<file path="config.mk">
export PLATFORM = sky130hd
export DESIGN_NAME = alu_wb_stage
export DESIGN_NICKNAME = d
export VERILOG_FILES = /design/src/rtl/alu_wb_stage.sv
export SDC_FILE = /design/constraint.sdc
export NUM_CORES = 1
export LEC_CHECK = 0
export ABC_AREA = 1
export BUFFER_PORTS_ARGS = -buffer_cell sky130_fd_sc_hd__buf_2
export CAP_MARGIN = 20
export CORE_MARGIN = 4
export CORE_UTILIZATION = 53
export CTS_CLUSTER_DIAMETER = 100
export DETAILED_ROUTE_END_ITERATION = 10
export GPL_TIMING_DRIVEN = 0
export HOLD_SLACK_MARGIN = 0.15
export PLACE_DENSITY = 0.8
export SLEW_MARGIN = 20
export SYNTH_ARGS = -nofsm -noshare
export SYNTH_HDL_FRONTEND = slang
export SYNTH_SLANG_ARGS = --single-unit
</file>
<file path="constraint.sdc">
create_clock -name clk -period 2.4 [get_ports clk]
set_input_delay 0.24 -clock clk [delete_from_list [all_inputs] [get_ports clk]]
set_output_delay 0.24 -clock clk [all_outputs]
set_load 0.005 [all_outputs]
</file>
<file path="src/rtl/alu_wb_stage.sv">
// alu_wb_stage: ALU writeback stage with a 2-entry in-order register-file write buffer,
// architectural status flags and a retired-instruction counter.
module alu_wb_stage (
   input  logic        clk,
   input  logic        rst_n,
   input  logic        in_valid,
   output logic        in_ready,
   input  logic [15:0] in_result,
   input  logic [3:0]  in_flags,
   input  logic [4:0]  in_sel,
   input  logic [3:0]  in_dst,
   input  logic        in_byte,
   input  logic        in_wr,
   output logic        rf_we,
   output logic [3:0]  rf_waddr,
   output logic [15:0] rf_wdata,
   input  logic        rf_ready,
   output logic [3:0]  sr_flags,
   output logic [15:0] retired
);
   typedef enum logic [1:0] {EMPTY, ONE, FULL} state_t;
   state_t      state_q, state_d;
   logic [3:0]  hd_addr_q, hd_addr_d, tl_addr_q, tl_addr_d;
   logic [15:0] hd_data_q, hd_data_d, tl_data_q, tl_data_d;
   logic [3:0]  sr_q, sr_d;
   logic [15:0] ret_q, ret_d;
   logic        acc, push, pop, upd;
   logic [15:0] mdata;
   assign in_ready = state_q != FULL;
   assign rf_we    = state_q != EMPTY;
   assign rf_waddr = hd_addr_q;
   assign rf_wdata = hd_data_q;
   assign sr_flags = sr_q;
   assign retired  = ret_q;
   assign acc   = in_valid && in_ready;
   assign push  = acc && in_wr;
   assign pop   = rf_we && rf_ready;
   assign mdata = in_byte ? {8'h00, in_result[7:0]} : in_result;
   // MOV, BIC, BIS and sel 12 leave the status register untouched
   assign upd   = !(in_sel inside {5'd0, 5'd8, 5'd9, 5'd12});
   assign sr_d  = (acc && upd) ? {in_byte ? mdata[7] : mdata[15], mdata == 16'h0000, in_flags[1], in_flags[0]} : sr_q;
   assign ret_d = ret_q + {15'd0, acc};
   always_comb begin
      state_d   = state_q;
      hd_addr_d = hd_addr_q;
      hd_data_d = hd_data_q;
      tl_addr_d = tl_addr_q;
      tl_data_d = tl_data_q;
      if (state_q == EMPTY) begin
         if (push) begin
            state_d   = ONE;
            hd_addr_d = in_dst;
            hd_data_d = mdata;
         end
      end else if (state_q == ONE) begin
         // accept+drain: the new entry replaces the departing head
         if (push && pop) begin
            hd_addr_d = in_dst;
            hd_data_d = mdata;
         end else if (push) begin
            state_d   = FULL;
            tl_addr_d = in_dst;
            tl_data_d = mdata;
         end else if (pop) begin
            state_d = EMPTY;
         end
      end else if (pop) begin
         state_d   = ONE;
         hd_addr_d = tl_addr_q;
         hd_data_d = tl_data_q;
      end
   end
   always_ff @(posedge clk or negedge rst_n) begin
      if (!rst_n) begin
         state_q   <= EMPTY;
         hd_addr_q <= '0;
         hd_data_q <= '0;
         tl_addr_q <= '0;
         tl_data_q <= '0;
         sr_q      <= '0;
         ret_q     <= '0;
      end else begin
         state_q   <= state_d;
         hd_addr_q <= hd_addr_d;
         hd_data_q <= hd_data_d;
         tl_addr_q <= tl_addr_d;
         tl_data_q <= tl_data_d;
         sr_q      <= sr_d;
         ret_q     <= ret_d;
      end
   end
endmodule

</file>
==> results of run 1 <==
-- tightest hold or removal path, stage by stage --
cell     delay (ps)
buf_2           120
nand2_1          80
a21oi_1          60
-- Yosys cell counts, drive strengths merged --
cell	number	area, um2
buf	11	60.1
o21ai	39	195
xor2	7	61.3
nor2	22	90.1
nand3b	1	7.51
nor3	3	15.0
nand2	158	593
ha	2	25.0
a21boi	1	11.3
nand3	28	145
a21oi	4	20.0
inv	31	116
nand4	3	18.8
and2	1	6.26
xnor2	4	35.0
clkbuf	6	22.5
dfrtp	62	1550
-- worst max path at each step --
stage | endpoint | slack [ps] | cells past startpoint
6_report | retired[12] | 370 | 7
3_3_place_gp | retired[12] | 430 | 7
2_1_floorplan | retired[12] | 650 | 7
3_5_place_dp | retired[12] | 370 | 7
4_1_cts | retired[12] | 360 | 7
5_1_grt | retired[12] | 210 | 7
-- stage by stage --
stage | total power [mW] | worst slack (ps) | utilization [%] | instances
after floorplan | 1.74 | 651 | - | 383
final | 2.95 | 372 | 69.0 | 557
after global placement | 2.00 | 432 | 62.7 | 528
after detailed placement | 2.04 | 375 | 62.7 | 528
after CTS | 2.97 | 364 | 69.0 | 557
after global routing | 3.15 | 209 | 69.0 | 557
-- what timing repair did --
| item | 4_1_cts | 5_1_grt |
|---|---|---|
| hold endpoints to repair | 76 | 0 |
| gates resized for setup | 0 | 0 |
| hold buffers | 15 | 0 |
-- cells in the final DEF, fill, tap and decap left out, drive strengths merged --
cell type / instances
clkbuf: 17
nand3: 28
nand2: 158
o21ai: 39
dlygate4sd3: 15
nor2: 22
a21boi: 1
bufinv: 1
ha: 2
xor2: 7
and2: 1
nand3b: 1
xnor2: 4
clkinvlp: 2
buf: 84
nand4: 3
inv: 31
nor3: 3
a21oi: 4
dfrtp: 62
-- power by group through the flow --
| stage | combinational, mW | clock [mW] | sequential, mW |
|---|---|---|---|
| global placement | 0.568 | 0 | 1.43 |
| floorplan | 0.306 | 0 | 1.44 |
| detailed placement | 0.594 | 0 | 1.45 |
| CTS | 0.615 | 0.926 | 1.43 |
| global route | 0.702 | 0.984 | 1.46 |
| finish | 0.608 | 0.911 | 1.43 |
-- state kept, by name, indices dropped and copies added (netlist names) --
signal and cells:
tl_addr_q 4, rf_waddr 4, sr_flags 4, tl_data_q 16, rf_wdata 16, retired 16
state_q 2
-- routing by layer --
| layer | vias to the layer above | share of wire, % | global-route usage, % | wire length, um |
|---|---|---|---|---|
| met5 | - | 0 | 0 | 0 |
| met4 | 0 | 2.4 | 11.7 | 170 |
| met2 | 96 | 48 | 35.5 | 3440 |
| met3 | 16 | 6.4 | 4.66 | 462 |
| met1 | 1266 | 44 | 28.4 | 3160 |
| li1 | 1400 | - | - | - |
-- area by class of cell --
type                    instances  area (um2)  area share, %
well taps                      72        90.1           2.38
multi-input cells             273        1220           32.4
plain buffers                  17        82.6           2.19
clock buffers                  11         151           4.01
repair buffers                 88         518           13.7
flip-flops and latches         62        1550           41.1
inverters                      31         116           3.08
clock inverters                 3        45.0           1.19
-- kinds of logic after synthesis --
group / Yosys count / share of synthesized area, %
adders and majority gates: 2 / 0.841
AOI/OAI and AO/OA: 44 / 7.61
xor gates and xnor gates: 11 / 3.24
buffers and inverters: 48 / 6.69
and+or+nand+nor: 216 / 29.4
DFF: 62 / 52.2
==> run_results.csv, run 1 <==
group,metric,value,unit
worst_hold_path,whs_path_depth,3,
logic_synthesis,yosysWarningCount,0,
logic_synthesis,synthCells,383,
critical_path,cp_cell_sequence,"a21boi_2 > ha_1 > ha_1 > nand3_1 > nor2_1 > nand3b_1 > xor2_1",
global_route,antenna_found_initial,0,
power,power_density,781,nW/um2
flow_run,maxCapViolCount,0,
clocking,insertion_delay,330,ps
critical_path,slowest_stage,"dfrtp_1",
cells_and_area,area_growth,27.1,%
routing,dr.first_iter.drc_count,207,
floorplan,coreArea,5470,um2
critical_path,crit_arrival,2250,ps
logic_synthesis,syn_avg_cell_area,7.77,um2
critical_path,cpLargestDelayFamily,"simple AND/OR/NAND/NOR gates",
critical_path,path_max_fanout,6,
critical_path,crit_type,"reg -> reg",
critical_path,crit_path_start,"state_q[1]",
clocking,post_cts_buffers,0,
power,p_clk_share,30.9,%
worst_hold_path,hp-start,"in_wr",
clocking,root_buffer,"clkbuf_8",
clocking,cts.clk_slew.worst_paths,70,ps
critical_path,cpMostUsedCell,"ha_1",
routing,antenna_left,0,
power,combPwrFrac,20.6,%
power,ir_drop,0.000420,V
sta,rsz0062_at_grt,"false",
critical_path,r2r_setup_slack,370,ps
critical_path,end_kind,"flip-flop",
global_route,grt_max_degree,63,
placed_design,place_area,3430,um2
global_route,track_usage,22.2,%
critical_path,cp.required,2620,ps
routing,vias_per_cell,4.99,
cells_and_area,fin_area,3780,um2
worst_hold_path,hold_path_end,"state_q[1]",
critical_path,r2r_end,"retired[12]",
critical_path,critPathMaxStageDelay,450,ps
sta,slew_headroom,48.6,%
routing,drt_wl_total,7230,um
routing,drtPass1Iterations,5,
critical_path,r2r_start,"state_q[1]",
placed_design,hpwl,5160,um
routing,route.detailed.drc,0,
placed_design,gp_congestion,0.838,
sta,hold_violations,0,
global_route,overflow,0,
logic_synthesis,yosysSeqAreaShare,52.2,%
floorplan,fp-row-count,27,
sta,drv_slew,0,
cells_and_area,fillers,466,
outcome,outcome,"complete, no violations",
sta,fin_crit_sh,84.5,%
sta,hold_ws,215,ps
sta,fmax,0.493,GHz
worst_hold_path,min_path_type,"in -> reg",
critical_path,rr_worst_depth,7,
cells_and_area,final_nets,519,
critical_path,critPathLaunchType,"flip-flop",
critical_path,critPathBufInv,0,
logic_synthesis,syn-cell-area,2970,um2
sta,layout_min_cycle_time,2030,ps
routing,vias,2778,
power,p_sw,0.876,mW
power,pwr-share-seq,48.5,%
power,p_leak,2.10,nW
sta,worstMarginPinSlew,771,ps
clocking,clk_path_buf_depth,2,
logic_synthesis,syn_nets,420,
logic_synthesis,ys_types,22,
sta,finalSetupViolCount,0,
clocking,htree_levels,3,
sta,setup_tns,0,ps
placed_design,port_buffers,73,
global_route,grt_pass1_vias,2703,
power,p_int,2.08,mW
sta,skew,10.4,ps
cells_and_area,diodes,0,
global_route,grt_pass1_wl,12400,um
floorplan,die_y,82.9,um
floorplan,initial_core_util,54.3,%
clocking,cts_made_buffers,9,
power,p_sw_share,29.7,%
clocking,cts_tree,"built",
logic_synthesis,synth-seq-cells,62,
floorplan,dieArea,6870,um2
clocking,cts.sinks,62,
routing,routedWlPerCell,13.0,um
cells_and_area,drive_gt1_share,21.2,%
floorplan,die_x,82.9,um
floorplan,ios,77,
Power figures use the tool's default switching activity.
==> run 2: changes to the inputs <==
ABC_AREA = 0   (was 1)
CORE_UTILIZATION = 52   (was 53)
clock period = 2.06 ns   (was 2.4 ns; I/O delays follow)
==> run 2 against run 1 <==
Power up 16%. Non-clock buffer count down 6. Synthesized cell count down 37%. Clock skew down 2.5 ps. Fmax up 4.8%. Core utilization up 0.97 points. Sequential power up 20%. Largest power group unchanged. Highest routed layer unchanged.
==> run_results.csv, run 2 <==
group,metric,value,unit
outcome,outcome,"complete, no violations",
critical_path,r2r_start,"state_q[1]",
clocking,insertion_delay,330,ps
power,p_leak,1.76,nW
routing,vias,2087,
global_route,grt_pass1_wl,10100,um
logic_synthesis,synth_top_area_cell,"dfrtp_1",
placed_design,port_buffers,73,
sta,fin_crit_sh,94.0,%
cells_and_area,ff_latch_area,1550,um2
logic_synthesis,synth-seq-cells,62,
placed_design,gp_congestion,0.814,
logic_synthesis,yosys-top-cells-count,"dfrtp_1, nand2_1, o21ai_0, mux2_2, mux2i_1",
logic_synthesis,syn-cell-area,2740,um2
routing,wl_met2,2850,um
cells_and_area,final_common_cell,"buf_2",
routing,dr.first_iter.drc_count,58,
logic_synthesis,syn_nets,278,
logic_synthesis,synth_compound_area_share,6.80,%
clocking,clk_path_buf_depth,2,
power,p_int,2.45,mW
clocking,cts_tree,"built",
routing,drtPass1Iterations,4,
clocking,root_buffer,"clkbuf_8",
sta,skew,7.88,ps
logic_synthesis,synth_top_area_share,56.6,%
worst_hold_path,min_path_type,"in -> reg",
clocking,post_cts_buffers,0,
routing,dr_wl_met3,376,um
logic_synthesis,synthCells,241,
worst_hold_path,whs_path_depth,3,
global_route,grt_pass1_vias,2189,
logic_synthesis,synthMuxAreaShare,14.7,%
sta,slew_headroom,49.0,%
critical_path,end_kind,"flip-flop",
logic_synthesis,synth_edf_count,0,
critical_path,rr_worst_depth,9,
sta,layout_min_cycle_time,1940,ps
logic_synthesis,synth-async-reset-ratio,100,%
cells_and_area,area_growth,30.4,%
power,p_clk_share,27.7,%
cells_and_area,diodes,0,
global_route,overflow,0,
cells_and_area,multi_input_area,1170,um2
floorplan,fp-row-count,26,
routing,routedWlPerCell,14.2,um
sta,worstMarginPinSlew,765,ps
critical_path,crit_arrival,2180,ps
logic_synthesis,yosysWarningCount,0,
flow_run,maxCapViolCount,0,
cells_and_area,fillers,377,
logic_synthesis,synth_fa_ha_area_share,1.28,%
logic_synthesis,yosysSeqAreaShare,56.6,%
critical_path,r2r_end,"retired[12]",
power,power_density,954,nW/um2
placed_design,placed_cells,384,
clocking,cts.sinks,62,
logic_synthesis,yosys.area_share.simple,13.3,%
sta,hold_violations,0,
global_route,grt_max_degree,63,
worst_hold_path,hold_path_end,"tl_data_q[12]",
critical_path,cp_cell_sequence,"buf_2 > nand2b_1 > and2_1 > ha_4 > ha_4 > inv_1 > nor4_4 > and2_1 > xor2_1",
critical_path,slowest_stage,"dfrtp_1",
routing,drt_wl_total,5840,um
cells_and_area,final_nets,377,
critical_path,r2r_setup_slack,120,ps
cells_and_area,drive_gt1_share,35.0,%
power,p_sw_share,28.3,%
clocking,cts_made_buffers,9,
floorplan,coreArea,5110,um2
floorplan,ios,77,
sta,setup_tns,0,ps
floorplan,die_y,80.6,um
logic_synthesis,synthTopCellsByArea,"dfrtp_1, mux2_2, o21ai_0",
critical_path,critPathLaunchType,"flip-flop",
cells_and_area,stdcell_count,413,
sta,fmax,0.517,GHz
power,ir_drop,0.000587,V
worst_hold_path,hp-start,"in_result[12]",
routing,routed.top_layer,"met4",
routing,vias_per_cell,5.05,
floorplan,die_x,80.6,um
clocking,htree_levels,3,
cells_and_area,mostFrequentLayoutCells,"buf_2, dfrtp_1, nand2_1",
routing,wl_met1,2540,um
routing,route.detailed.drc,0,
critical_path,path_max_fanout,8,
power,combPwrFrac,21.9,%
logic_synthesis,synthXorXnorAreaFrac,4.47,%
logic_synthesis,syn_avg_cell_area,11.4,um2
power,pwr-share-seq,50.4,%
logic_synthesis,ys_types,29,
logic_synthesis,synth_ff_type,"dfrtp_1",
logic_synthesis,post-synth-top-count-cell,"dfrtp_1",
global_route,track_usage,20.4,%
critical_path,critPathMaxStageDelay,350,ps
clocking,cts.clk_slew.worst_paths,60,ps
sta,drv_slew,0,
power,p_sw,0.966,mW
floorplan,initial_core_util,53.7,%
placed_design,hpwl,4080,um
floorplan,dieArea,6500,um2
critical_path,crit_type,"reg -> reg",
sta,hold_ws,162,ps
logic_synthesis,synth_top_family_by_area,"multiplexers",
global_route,antenna_found_initial,0,
routing,antenna_left,0,
critical_path,cp.required,2300,ps
sta,finalSetupViolCount,0,
sta,rsz0062_at_grt,"false",
## run 2: cell count changes in the layout (fill, tap and decap cells not counted), moves of 3 or more
cell / change
mux2i_1: +13
nor4_1: +4
nand2b_1: +10
mux2_4: +4
nor2_1: -16
nand3_1: -20
mux2_2: +19
inv_1: -24
o21ai_0: -6
xnor2_1: +5
and3_1: +3
nand2_1: -122
buf_2: -6
o21ai_1: -5
## run 2: cell type report
type,instances,area share [%]
Buffer,11,1.68
Clock buffer,13,4.72
Clock inverter,1,0.140
Inverter,5,0.525
Multi-Input combinational cell,163,32.6
Sequential cell,62,43.4
Tap cell,70,2.45
Timing Repair Buffer,88,14.5
## run 2: cells by family (layout without fill, tap and decap cells)
family / after synthesis / count (layout)
simple gates: 75 / 75
flops: 62 / 62
mux: 36 / 36
xor+xnor: 14 / 14
compound gates: 35 / 35
buf+inv: 16 / 118
fa+ha+maj: 3 / 3
## run 2: worst max path at each step
stage	startpoint	end
after floorplan	state_q[1]	retired[12]
after global placement	state_q[1]	retired[12]
after detailed placement	state_q[1]	retired[12]
after CTS	state_q[1]	retired[12]
after global routing	state_q[1]	retired[12]
final	state_q[1]	retired[12]
## run 2: through the flow
stage | cell area [um2] | setup slack (ps) | util, % | power, mW
after detailed placement | 3200 | -91.9 | 62.6 | 2.43
after floorplan | 2740 | 191 | - | 2.09
final | 3580 | 124 | 70.0 | 3.41
after global placement | 3200 | 11.6 | 62.6 | 2.38
after CTS | 3530 | 11.1 | 69.2 | 3.41
after global routing | 3580 | 14.7 | 70.0 | 3.64
## run 2: metal layers
metal / global-route usage (%) / up-vias
li1: - / 1020
met1: 25.5 / 996
met2: 33.4 / 61
met3: 5.83 / 10
met4: 7.77 / 0
met5: 0 / -
## run 2: critical path, delay by kind of cell (launching register included)
kind	cells	cell delay, ps
adder cells (fa/ha/maj)	2	330
flip-flops	1	350
AND/OR/NAND/NOR	4	770
XOR/XNOR	1	170
buffers and inverters	2	240
## run 2: power groups by stage
| stage | Combinational [mW] | Sequential (mW) | Clock [mW] |
|---|---|---|---|
| after floorplan | 0.378 | 1.71 | 0 |
| after global placement | 0.673 | 1.71 | 0 |
| after detailed placement | 0.708 | 1.73 | 0 |
| after CTS | 0.736 | 1.71 | 0.962 |
| after global routing | 0.848 | 1.76 | 1.03 |
| final | 0.748 | 1.72 | 0.945 |
## run 2: timing repair
item / CTS / global route
gates resized for setup: 3 / 5
hold buffers: 15 / 0
endpoints found under the setup margin: 2 / 4
endpoints found under the hold margin: 76 / 0
pin swaps: 0 / 0
cloned: 0 / 0
==> run 3: changes to the inputs <==
CORE_UTILIZATION = 30   (was 52)
PLACE_DENSITY = default   (was 0.8)
==> run 3 against run 2 <==
Die area is 65% higher. Core utilization is 28 points lower. Worst hold slack better by 0.73 ps. Fmax is 5.0% higher. Routed wire length is 12% higher. Sequential cell count stayed put. Clock skew is 5.1 ps higher. Power is 10% higher. Non-clock buffer count is 4 higher. Clock power is 39% higher. Final area is 4.4% higher. First-iteration DRC count is 22% higher. Largest cell class unchanged. Largest power group unchanged. Highest routed layer unchanged.
==> run_results.csv, run 3 (synthesis results as in run 2) <==
group,metric,value,unit
clocking,clk_path_buf_depth,2,
cells_and_area,fin_area,3730,um2
routing,drt_wl_total,6560,um
sta,fin_crit_sh,89.4,%
worst_hold_path,hp-start,"in_result[8]",
floorplan,coreArea,8810,um2
global_route,grt_pass1_vias,2226,
sta,finalSetupViolCount,0,
placed_design,place_area,3270,um2
cells_and_area,mostFrequentLayoutCells,"buf_2, dfrtp_1, nand2_1",
critical_path,critPathLaunchType,"flip-flop",
routing,drtPass1Iterations,4,
worst_hold_path,min_path_type,"in -> reg",
sta,slew_headroom,59.8,%
clocking,post_cts_buffers,0,
placed_design,port_buffers,73,
routing,dr.first_iter.drc_count,71,
clocking,insertion_delay,350,ps
power,ir_drop,0.000424,V
floorplan,dieArea,10700,um2
critical_path,r2r_start,"state_q[1]",
critical_path,r2r_end,"retired[12]",
power,p_sw_share,27.5,%
routing,route.detailed.drc,0,
routing,vias,2095,
cells_and_area,multi_input_area,1150,um2
sta,worstMarginPinSlew,603,ps
cells_and_area,drive_gt1_share,35.5,%
routing,routedWlPerCell,14.3,um
clocking,cts.clk_slew.worst_paths,70,ps
sta,hold_violations,0,
critical_path,r2r_setup_slack,220,ps
sta,fmax,0.543,GHz
routing,antenna_left,0,
sta,drv_slew,0,
cells_and_area,area_growth,36.1,%
floorplan,initial_core_util,31.1,%
power,pwr-share-seq,45.3,%
placed_design,gp_congestion,0.801,
clocking,cts_tree,"built",
critical_path,path_max_fanout,8,
sta,skew,13.0,ps
routing,vias_per_cell,4.58,
cells_and_area,diodes,0,
cells_and_area,final_common_cell,"buf_2",
power,combPwrFrac,19.9,%
sta,rsz0062_at_grt,"false",
critical_path,end_kind,"flip-flop",
clocking,htree_levels,3,
outcome,outcome,"complete, no violations",
global_route,grt_max_degree,54,
placed_design,hpwl,4680,um
placed_design,placed_cells,423,
sta,fin_ws,217,ps
global_route,antenna_found_initial,0,
global_route,overflow,0,
cells_and_area,final_nets,381,
critical_path,crit_type,"reg -> reg",
clocking,cts_made_buffers,9,
power,p_sw,1.04,mW
critical_path,crit_arrival,2110,ps
critical_path,cp.required,2330,ps
floorplan,ios,77,
floorplan,die_x,104,um
clocking,cts.sinks,62,
worst_hold_path,whs_path_depth,3,
critical_path,rr_worst_depth,9,
sta,layout_min_cycle_time,1840,ps
cells_and_area,stdcell_count,457,
floorplan,fp-row-count,34,
power,p_total,3.77,mW
power,p_clk_share,34.8,%
power,power_density,1010,nW/um2
global_route,grt_pass1_wl,11200,um
floorplan,die_y,104,um
cells_and_area,ff_latch_area,1550,um2
global_route,track_usage,13.2,%
sta,hold_ws,163,ps
placed_design,post-place-ws,-103,ps
power,p_int,2.73,mW
clocking,root_buffer,"clkbuf_8",
worst_hold_path,hold_path_end,"tl_data_q[8]",
power,p_leak,1.80,nW
flow_run,maxCapViolCount,0,
cells_and_area,fillers,859,
## run 3: worst max-delay path, cell delays in order (launching register included)
cell	delay (ps)
dfrtp_1	350
buf_2	160
nand2b_1	110
and2_1	170
ha_2	230
ha_4	160
inv_1	70
nor4_2	180
and2_1	190
xor2_1	140
## run 3: area by class of cell
| cell class | count | area share [%] |
|---|---|---|
| clock inverter | 7 | 3.25 |
| multi-input combinational | 163 | 30.7 |
| tap | 108 | 3.62 |
| buffer | 11 | 1.61 |
| timing repair buffer | 92 | 15.4 |
| inverter | 5 | 0.503 |
| sequential | 62 | 41.6 |
| clock buffer | 9 | 3.32 |
## run 3: metrics by stage
step | utilization, % | setup TNS [ps]
after detailed placement | 37.2 | -159
after CTS | 42.1 | 0
after global placement | 36.8 | -136
after floorplan | - | 0
after global routing | 42.4 | 0
final | 42.4 | 0
## run 3: worst max path at each step
stage                from          end  cells past startpoint
5_1_grt        state_q[1]  retired[10]                      9
4_1_cts        state_q[1]  retired[10]                      9
2_1_floorplan  state_q[1]  retired[12]                      9
3_5_place_dp   state_q[1]  retired[12]                      9
3_3_place_gp   state_q[1]  retired[12]                      9
6_report       state_q[1]  retired[12]                      9
## run 3: power by group through the flow
| stage | logic, mW | registers (mW) | clock network, mW |
|---|---|---|---|
| after floorplan | 0.378 | 1.71 | 0 |
| after global placement | 0.692 | 1.72 | 0 |
| after detailed placement | 0.722 | 1.73 | 0 |
| after CTS | 0.757 | 1.71 | 1.35 |
| after global routing | 0.858 | 1.75 | 1.42 |
| final | 0.752 | 1.71 | 1.31 |
## run 3: what timing repair did
action,4_1_cts,5_1_grt
cloned,0,0
endpoints found under the hold margin,79,0
pin swaps,1,2
hold buffers,18,0
gates resized for setup,3,3
setup endpoints to repair,3,3
## run 3: routing by layer
layer	GRT usage, %	part of all wire (%)	vias to the layer above
li1	-	-	1034
met1	16.6	46	997
met2	20.7	46	53
met3	4.17	5.4	11
met4	5.89	1.9	0
met5	0	0	-
